===== src/rtl/doc_receiver.sv =====
// UART receiver that writes printable text and cursor controls into the document RAM port.
// Optional even-parity (8E1) framing is enabled by defining DOC_RECEIVER_PARITY_EN.
module doc_receiver #(
    parameter int CLKS_PER_BIT = 868,
    parameter int ADDR_W       = 9
) (
    input  logic              clk,
    input  logic              rst,
    input  logic              RsRx,
    input  logic              hold,
    output logic [ADDR_W-1:0] doc_a,
    output logic [7:0]        doc_d,
    output logic              doc_we,
    output logic              byte_valid,
    output logic [7:0]        byte_data,
    output logic              frame_err,
    output logic [ADDR_W-1:0] cursor
);

    localparam int CNT_W = (CLKS_PER_BIT > 2) ? $clog2(CLKS_PER_BIT) : 1;
    localparam int HALF  = CLKS_PER_BIT / 2;
    localparam int ROW_W = ADDR_W - 5;

`ifdef DOC_RECEIVER_PARITY_EN
    typedef enum logic [2:0] {S_IDLE, S_START, S_DATA, S_PARITY, S_STOP, S_BREAK} state_t;
`else
    typedef enum logic [2:0] {S_IDLE, S_START, S_DATA, S_STOP, S_BREAK} state_t;
`endif

    state_t             state_q, state_d;
    logic               rx_s1_q, rx_s1_d;
    logic               rx_s2_q, rx_s2_d;
    logic               rx_prev_q, rx_prev_d;
    logic [CNT_W-1:0]   clk_cnt_q, clk_cnt_d;
    logic [2:0]         bit_idx_q, bit_idx_d;
    logic [7:0]         shift_q, shift_d;
`ifdef DOC_RECEIVER_PARITY_EN
    logic               par_err_q, par_err_d;
`endif
    logic [ADDR_W-1:0]  cursor_q, cursor_d;
    logic               pend_q, pend_d;
    logic [ADDR_W-1:0]  pend_addr_q, pend_addr_d;
    logic [7:0]         pend_data_q, pend_data_d;
    logic [ADDR_W-1:0]  doc_a_q, doc_a_d;
    logic [7:0]         doc_d_q, doc_d_d;
    logic               doc_we_q, doc_we_d;
    logic               byte_valid_q, byte_valid_d;
    logic [7:0]         byte_data_q, byte_data_d;
    logic               frame_err_q, frame_err_d;

    logic               issue;
    logic               good;
    logic               stop_ok;
    logic [ROW_W-1:0]   row_nx;

    always_comb begin
        rx_s1_d      = RsRx;
        rx_s2_d      = rx_s1_q;
        rx_prev_d    = rx_s2_q;
        state_d      = state_q;
        clk_cnt_d    = clk_cnt_q;
        bit_idx_d    = bit_idx_q;
        shift_d      = shift_q;
`ifdef DOC_RECEIVER_PARITY_EN
        par_err_d    = par_err_q;
`endif
        cursor_d     = cursor_q;
        pend_d       = pend_q;
        pend_addr_d  = pend_addr_q;
        pend_data_d  = pend_data_q;
        doc_a_d      = doc_a_q;
        doc_d_d      = doc_d_q;
        doc_we_d     = 1'b0;
        byte_valid_d = 1'b0;
        byte_data_d  = byte_data_q;
        frame_err_d  = frame_err_q;
        good         = 1'b0;
        stop_ok      = 1'b1;
        row_nx       = cursor_q[ADDR_W-1:5] + ROW_W'(1);

        // Drain the pending entry; a new entry loaded below in the same cycle takes its place.
        issue = pend_q & ~hold;
        if (issue) begin
            doc_we_d = 1'b1;
            doc_a_d  = pend_addr_q;
            doc_d_d  = pend_data_q;
            pend_d   = 1'b0;
        end

        case (state_q)
            S_IDLE: begin
                if (rx_prev_q && !rx_s2_q) begin
                    state_d   = S_START;
                    clk_cnt_d = '0;
                    bit_idx_d = '0;
                end
            end
            S_START: begin
                if (clk_cnt_q == CNT_W'(HALF - 1)) begin
                    clk_cnt_d = '0;
                    state_d   = rx_s2_q ? S_IDLE : S_DATA;
                end else begin
                    clk_cnt_d = clk_cnt_q + CNT_W'(1);
                end
            end
            S_DATA: begin
                if (clk_cnt_q == CNT_W'(CLKS_PER_BIT - 1)) begin
                    clk_cnt_d = '0;
                    shift_d   = {rx_s2_q, shift_q[7:1]};
                    if (bit_idx_q == 3'd7) begin
`ifdef DOC_RECEIVER_PARITY_EN
                        state_d   = S_PARITY;
                        par_err_d = 1'b0;
`else
                        state_d   = S_STOP;
`endif
                    end else begin
                        bit_idx_d = bit_idx_q + 3'd1;
                    end
                end else begin
                    clk_cnt_d = clk_cnt_q + CNT_W'(1);
                end
            end
`ifdef DOC_RECEIVER_PARITY_EN
            S_PARITY: begin
                if (clk_cnt_q == CNT_W'(CLKS_PER_BIT - 1)) begin
                    clk_cnt_d = '0;
                    state_d   = S_STOP;
                    if (rx_s2_q != ^shift_q) begin
                        par_err_d   = 1'b1;
                        frame_err_d = 1'b1;
                    end
                end else begin
                    clk_cnt_d = clk_cnt_q + CNT_W'(1);
                end
            end
`endif
            S_STOP: begin
                if (clk_cnt_q == CNT_W'(CLKS_PER_BIT - 1)) begin
                    clk_cnt_d = '0;
`ifdef DOC_RECEIVER_PARITY_EN
                    stop_ok = ~par_err_q;
`endif
                    if (rx_s2_q) begin
                        state_d = S_IDLE;
                        good    = stop_ok;
                    end else begin
                        frame_err_d = 1'b1;
                        state_d     = S_BREAK;
                    end
                end else begin
                    clk_cnt_d = clk_cnt_q + CNT_W'(1);
                end
            end
            S_BREAK: begin
                if (rx_s2_q) begin
                    state_d = S_IDLE;
                end
            end
            default: state_d = S_IDLE;
        endcase

        if (good) begin
            byte_valid_d = 1'b1;
            byte_data_d  = shift_q;
            if (pend_q && !issue) begin
                // Buffer still occupied: the byte and its cursor effect are discarded.
                frame_err_d = 1'b1;
            end else begin
                case (shift_q)
                    8'h0D: cursor_d = {row_nx, 5'b0};
                    8'h1B: cursor_d = '0;
                    8'h08: begin
                        if (cursor_q != '0) begin
                            cursor_d    = cursor_q - ADDR_W'(1);
                            pend_d      = 1'b1;
                            pend_addr_d = cursor_q - ADDR_W'(1);
                            pend_data_d = 8'h20;
                        end
                    end
                    default: begin
                        if (shift_q >= 8'h20 && shift_q <= 8'h7E) begin
                            pend_d      = 1'b1;
                            pend_addr_d = cursor_q;
                            pend_data_d = shift_q;
                            cursor_d    = cursor_q + ADDR_W'(1);
                        end
                    end
                endcase
            end
        end
    end

    always_ff @(posedge clk or posedge rst) begin
        if (rst) begin
            state_q      <= S_IDLE;
            rx_s1_q      <= 1'b1;
            rx_s2_q      <= 1'b1;
            rx_prev_q    <= 1'b1;
            clk_cnt_q    <= '0;
            bit_idx_q    <= '0;
            shift_q      <= '0;
`ifdef DOC_RECEIVER_PARITY_EN
            par_err_q    <= 1'b0;
`endif
            cursor_q     <= '0;
            pend_q       <= 1'b0;
            pend_addr_q  <= '0;
            pend_data_q  <= '0;
            doc_a_q      <= '0;
            doc_d_q      <= '0;
            doc_we_q     <= 1'b0;
            byte_valid_q <= 1'b0;
            byte_data_q  <= '0;
            frame_err_q  <= 1'b0;
        end else begin
            state_q      <= state_d;
            rx_s1_q      <= rx_s1_d;
            rx_s2_q      <= rx_s2_d;
            rx_prev_q    <= rx_prev_d;
            clk_cnt_q    <= clk_cnt_d;
            bit_idx_q    <= bit_idx_d;
            shift_q      <= shift_d;
`ifdef DOC_RECEIVER_PARITY_EN
            par_err_q    <= par_err_d;
`endif
            cursor_q     <= cursor_d;
            pend_q       <= pend_d;
            pend_addr_q  <= pend_addr_d;
            pend_data_q  <= pend_data_d;
            doc_a_q      <= doc_a_d;
            doc_d_q      <= doc_d_d;
            doc_we_q     <= doc_we_d;
            byte_valid_q <= byte_valid_d;
            byte_data_q  <= byte_data_d;
            frame_err_q  <= frame_err_d;
        end
    end

    assign doc_a      = doc_a_q;
    assign doc_d      = doc_d_q;
    assign doc_we     = doc_we_q;
    assign byte_valid = byte_valid_q;
    assign byte_data  = byte_data_q;
    assign frame_err  = frame_err_q;
    assign cursor     = cursor_q;

endmodule


===== config.mk =====
export PLATFORM = sky130hd
export DESIGN_NAME = doc_receiver
export DESIGN_NICKNAME = d
export VERILOG_FILES = /design/src/rtl/doc_receiver.sv
export SDC_FILE = /design/constraint.sdc
export NUM_CORES = 1
export LEC_CHECK = 0
export ABC_AREA = 0
export ABC_CLOCK_PERIOD_IN_PS = 2420
export BUFFER_PORTS_ARGS = -buffer_cell sky130_fd_sc_hd__clkbuf_2
export CORE_ASPECT_RATIO = 1.2
export CORE_MARGIN = 2
export CORE_UTILIZATION = 53
export CTS_CLUSTER_DIAMETER = 120
export DETAILED_ROUTE_END_ITERATION = 16
export GPL_ROUTABILITY_DRIVEN = 0
export HOLD_SLACK_MARGIN = 0.03
export PLACE_DENSITY = 0.82
export SLEW_MARGIN = 20
export SYNTH_ARGS = -nofsm -noshare
export SYNTH_HDL_FRONTEND = slang
export SYNTH_SLANG_ARGS = --single-unit

===== constraint.sdc =====
create_clock -name clk -period 2.42 [get_ports clk]
set_clock_uncertainty 0.1 [all_clocks]
set_input_delay 0.121 -clock clk [delete_from_list [all_inputs] [get_ports clk]]
set_output_delay 0.121 -clock clk [all_outputs]
set_load 0.01 [all_outputs]

## After elaboration in Yosys (flattened, before gate mapping)

Index checks and enable logic that the tools add are counted.

| word-level totals | value |
|---|---|
| output and inout port bits | 37 |
| input bits | 4 |
| register bits after elaboration | 82 |

| cells by class | value |
|---|---|
| multiplexer cells | 41 |
| add/subtract/negate cells | 5 |
| reductions and logical operators | 19 |
| equal/unequal tests | 18 |
| $lt $le $gt $ge | 2 |
| bitwise gates (word level) | 4 |

Operators by type and width:

| operator | number |
|---|---|
| 2-to-1 mux 10 bit | 3 |
| 2-to-1 mux 3 bit | 10 |
| one-hot mux 10 bit (3 select lines) | 1 |
| 2-to-1 mux 9 bit | 3 |
| one-hot mux 9 bit (3 select lines) | 1 |
| one-hot mux 9 bit (2 select lines) | 1 |
| equality test 8 x 4 -> 1 bit, second input constant | 2 |
| 2-to-1 mux 8 bit | 2 |
| inequality test 2 bit, second input constant | 8 |
| one-hot mux 8 bit (2 select lines) | 1 |
| 2-to-1 mux 1 bit | 15 |
| one-hot mux 3 bit (5 select lines) | 1 |
| adder 10 x 1 -> 10 bit, second input constant | 1 |
| equality test 10 bit, second input constant | 1 |
| equality test 10 x 9 -> 1 bit, second input constant | 1 |
| adder 9 x 1 -> 9 bit, second input constant | 1 |
| nonzero test 9 bit | 1 |
| subtractor 9 x 1 -> 9 bit, second input constant | 1 |
| equality test 8 x 5 -> 1 bit, second input constant | 1 |
| >= comparator 8 x 6 -> 1 bit, second input constant | 1 |
| less-or-equal comparator 8 x 7 -> 1 bit, second input constant | 1 |
| AND reduction 4 bit | 2 |
| equality test 3 x 2 -> 1 bit, second input constant | 2 |
| equality test 3 bit, second input constant | 2 |
| other kinds (18) | 26 |

## Longest topological paths before layout

| logic depth | value |
|---|---|
| depth in word-level cells | 7 |
| mapped depth | 9 |
| depth with buffers taken out | 7 |

## Worst setup path after synthesis

Ideal clock, no wire load.

| timing path | value |
|---|---|
| path kind | register -> register |
| from | register clk_cnt_q[0] |
| to | register pend_addr_q[1] |
| data required time | 2.193 ns |
| stages on the path, launching flop included | 9 |
| arrival | 2.302 ns |
| clock period less this slack | 2.529 ns |
| library setup time | 0.127 ns |
| setup slack | -0.109 ns |
| path buffers | 2 |
| cells stage by stage | dfrtp_1 -> ha_1 -> nand4bb_1 -> nor4_4 -> and3_1 -> and2b_1 -> buf_4 -> buf_12 -> mux2_1 |

| between the ends | value |
|---|---|
| word-level cells in the longest chain between the ends | 4 |

RTL lines:

| what | RTL line | text |
|---|---|---|
| start: declaration | 34 | `logic [CNT_W-1:0] clk_cnt_q, clk_cnt_d;` |
| start signal: assignment | 221 | `clk_cnt_q <= clk_cnt_d;` |
| equality test 10 bit | 139 | `if (clk_cnt_q == CNT_W'(CLKS_PER_BIT - 1)) begin` |
| 2-to-1 mux 1 bit | 139 |  |
| 2-to-1 mux 1 bit | 90 | `case (state_q)` |
| AND reduction 5 bit (no source line) | n/a |  |
| end signal: assignment | 229 | `pend_addr_q <= pend_addr_d;` |
| end: declaration | 42 | `logic [ADDR_W-1:0] pend_addr_q, pend_addr_d;` |

Every way passes these cells.
A chain may end at the register's enable or synchronous reset.

## Worst setup path in the final report

| timing path | value |
|---|---|
| from | register clk_cnt_q[0] |
| to | register clk_cnt_q[7] |

| between the ends | value |
|---|---|
| word-level cells in the longest chain between the ends | 3 |
| elaborated cells on any way between the ends | 6 |
| classes of those cells | add/sub: 1; eq/ne: 2; mux: 3 |

RTL lines:

| what | RTL line |
|---|---|
| adder 10 x 1 -> 10 bit (tied with other cells) | 103, 121, 152 |
| 2-to-1 mux 10 bit (on tied branches) | 107, 139, 99 |
| one-hot mux 10 bit (3 select lines) * | 90 |

Mark *: on every way between the ends. The rest lies on a longest branch, timed or not.

==> results.md <==
* Status: complete, no violations
* Final HPWL DP at around 6800 um
* Synth top area share at a little under half
* Max IR drop VDD at ~530 uV
* P_sw at approximately 890 uW
* Clock slew at reported path FFs at about 0.1 ns
* Yosys top cell by area: dfrtp_1
* Wire per inst at 16.52 um
* Initial Util at a little over half
* Final hold viol count at 0
* Setup crit start kind: register
* CP max FO at 10
* Async SR Flop Fraction at between 90% and 100%
* # port buffers at 40
* Combinational power share at 16.9%
* Peak Freq at between 400 and 500 MHz
* Most frequent cell after synthesis: dfrtp_1
* Routed wire length at slightly above 9000 um
* CTS buffer count at 9
* CTS tree: done
* Lkg Pwr at between 2 and 2.5 nW
* Synth cell types at 65
* Syn Area/Cell at around 11 um2
* Global-route wire length before repair at between 15,000 and 20,000 um
* Most used DFF post-synth: dfrtp_1
* CP Class: register to register
* Drt via density at ~6
* Worst-skew pair later-pin latency at roughly 0.36 ns
* DIE HEIGHT at approximately 100 um
* Pin count of the biggest net entering global routing at 32
* Max Cap Violations at 0
* Setup bufs post-CTS at 0
* Yosys warns at 0
* Tot Pwr at 2.924 mW
* ANT nets after route at 0
* Dominant cells by area after synthesis: dfrtp_1 48%, mux2_2 11%, nand2_1 3.5%
* IO Pins at 41
* Die width at 84.89 um
* Cell area power density at between 500 and 600 nW/um2
* Hold/Removal Path Class: primary input to async pin
* Reg power frac at 50.4%
* Vias in the first global route at about 3.4k
* CTS Root Buffer Type: clkbuf_8
* Cell-internal power at 2.032 mW
* Clk sinks at 82
* WP data required at around 2.5 ns
* EDFF count, synth at 0
* Slew Limit Fails at 0
* Global route overflow at 0
* Cells after Synth at between 300 and 400
* Nets at about 480
* Drt initial violations at around 250
* Slew margin rel. at roughly two thirds
* CORE AREA at ~7700 um2
* DRC at 0
* Arr. time, crit path at roughly 2.4 ns
* Synthesized net count at 393
* CP endpoint kind: register
* Clk buf depth at 2
* Diode count at 0
* Proportion of layout cells with a drive suffix above 1 at 36.40%
* Synth Cell Area at around 4200 um2
* Worst-margin pin slew at slightly above 0.5 ns
* H-tree depth at 3
* Synth-to-Final Area Change at 20.63%
* Hold slack at roughly 0.20 ns
* Synth Register Bits at just over 80
* Sw Share at 30.52%
* Vias at roughly 3.3k
* DRT Pass-1 Iters at 5
* Site row count at 35
* Clk pwr share at 32.7%
* Share of the clock period used by the worst path at a little over nine tenths
* Sequential area share after synthesis at ~50%
* Synth top cells by count: 79 x dfrtp_1, 40 x mux2_2, 39 x nand2_1
* Final setup vio count at 0
* Initial antenna violation count at 0
* Final worst path period need at roughly 2.3 ns
* Gr usage total at 23.87%
* Die area at ~8600 um2
-- logic make-up (layout without fill, tap and decap cells) --
kind of cell             Yosys count  in the layout  share of synthesized area [%]
AO/OA/AOI/OAI                     66             66                          11.43
adder cells (fa/ha/maj)           10             10                          3.007
multiplexers                      53             53                          14.16
AND/OR/NAND/NOR                  114            114                          15.12
XOR/XNOR                          11             11                          2.315
buffers and inverters             43            131                          4.570
flip-flops                        82             82                          49.40
-- what timing repair did --
action | 4_1_cts | 5_1_grt
endpoints found under the setup margin | 19 | 11
endpoints found under the hold margin | 30 | 0
hold buffers | 3 | 0
gates resized for setup | 2 | 4
-- registers in the layout, summed over array words and instances, names as in the netlist --
name and count:
pend_addr_q 9, pend_data_q 8, cursor 9, doc_we 1
rx_s1_q 1, shift_q 8, bit_idx_q 3, frame_err 1
byte_valid 1, rx_prev_d 1, clk_cnt_q 10, state_q 3
pend_q 1, doc_d 8, doc_a 9, byte_data 8
rx_prev_q 1
-- path summary, 6_finish.rpt --
path	startpoint	end	slack (ns)	cells past startpoint
max reg2reg	clk_cnt_q[0]	clk_cnt_q[7]	0.10	7
min in group clk	rx_s1_q	rx_prev_d	0.27	0
max in group asynchronous	rst	doc_a[3]	1.34	4
min reg2reg	rx_s1_q	rx_prev_d	0.27	0
min	rst	pend_data_q[3]	0.20	3
max	clk_cnt_q[0]	clk_cnt_q[7]	0.10	7
-- cell type report --
class / count / area (um2)
multi-input combinational: 254 / 1964
inverter: 20 / 80.08
tap: 92 / 115.1
fill: 572 / 2644
timing repair buffer: 95 / 620.6
clock inverter: 7 / 60.06
clock buffer: 9 / 123.9
sequential: 82 / 2056
-- routing by layer --
metal | global-route usage, % | wire length [um] | share of wire [%] | vias up
met3 | 4.750 | 421 | 4.6 | 21
met5 | 0 | 0 | 0 | -
met2 | 40.88 | 4773 | 52 | 122
met1 | 29.98 | 3861 | 42 | 1628
li1 | - | - | - | 1540
met4 | 8.913 | 180 | 1.9 | 0
-- critical path, cell delays in order, from the launching register on --
cell and delay (ns):
dfrtp_1 0.36, buf_4 0.13, ha_1 0.13, or4bb_1 0.46, o311a_1 0.36, o21bai_2 0.28, nand2b_2 0.20, o311ai_0 0.16
-- power groups by stage --
stage,Sequential (mW),Clock (mW),Combinational [mW]
after floorplan,1.52,0,0.280
after global placement,1.50,0,0.451
after detailed placement,1.50,0,0.476
after CTS,1.47,0.972,0.485
after global routing,1.48,1.04,0.554
final,1.47,0.957,0.494
-- through the flow --
step                      utilization (%)  setup TNS (ns)  setup slack (ns)  cells  area (um2)
final                               65.50               0            0.1010    559        5020
after floorplan                         -        -0.04771          -0.01726    379        4205
after CTS                           65.31               0           0.04600    559        5005
after global routing                65.50        -0.07557          -0.03565    559        5020
after global placement              62.47               0           0.02273    540        4787
after detailed placement            62.47         -0.1873          -0.06421    540        4787
-- placed cells by master, fill, tap and decap left out, types with 4 or more instances in the layout --
| master | Yosys | layout |
|---|---|---|
| xnor2_1 | 9 | 9 |
| dfrtp_1 | 79 | 79 |
| nand3_1 | 14 | 14 |
| nor2_1 | 11 | 11 |
| ha_1 | 10 | 9 |
| mux2_4 | 0 | 4 |
| buf_4 | 3 | 52 |
| clkbuf_2 | 0 | 40 |
| a31oi_1 | 11 | 11 |
| and3_1 | 5 | 5 |
| a21oi_1 | 6 | 6 |
| o21ai_0 | 13 | 13 |
| nand2b_1 | 5 | 4 |
| nor3_1 | 9 | 9 |
| mux2_2 | 40 | 40 |
| clkbuf_8 | 0 | 9 |
| inv_1 | 20 | 18 |
| nand2_1 | 39 | 39 |
| mux2i_1 | 6 | 6 |
Note: power is estimated with default switching activity, not from simulation.
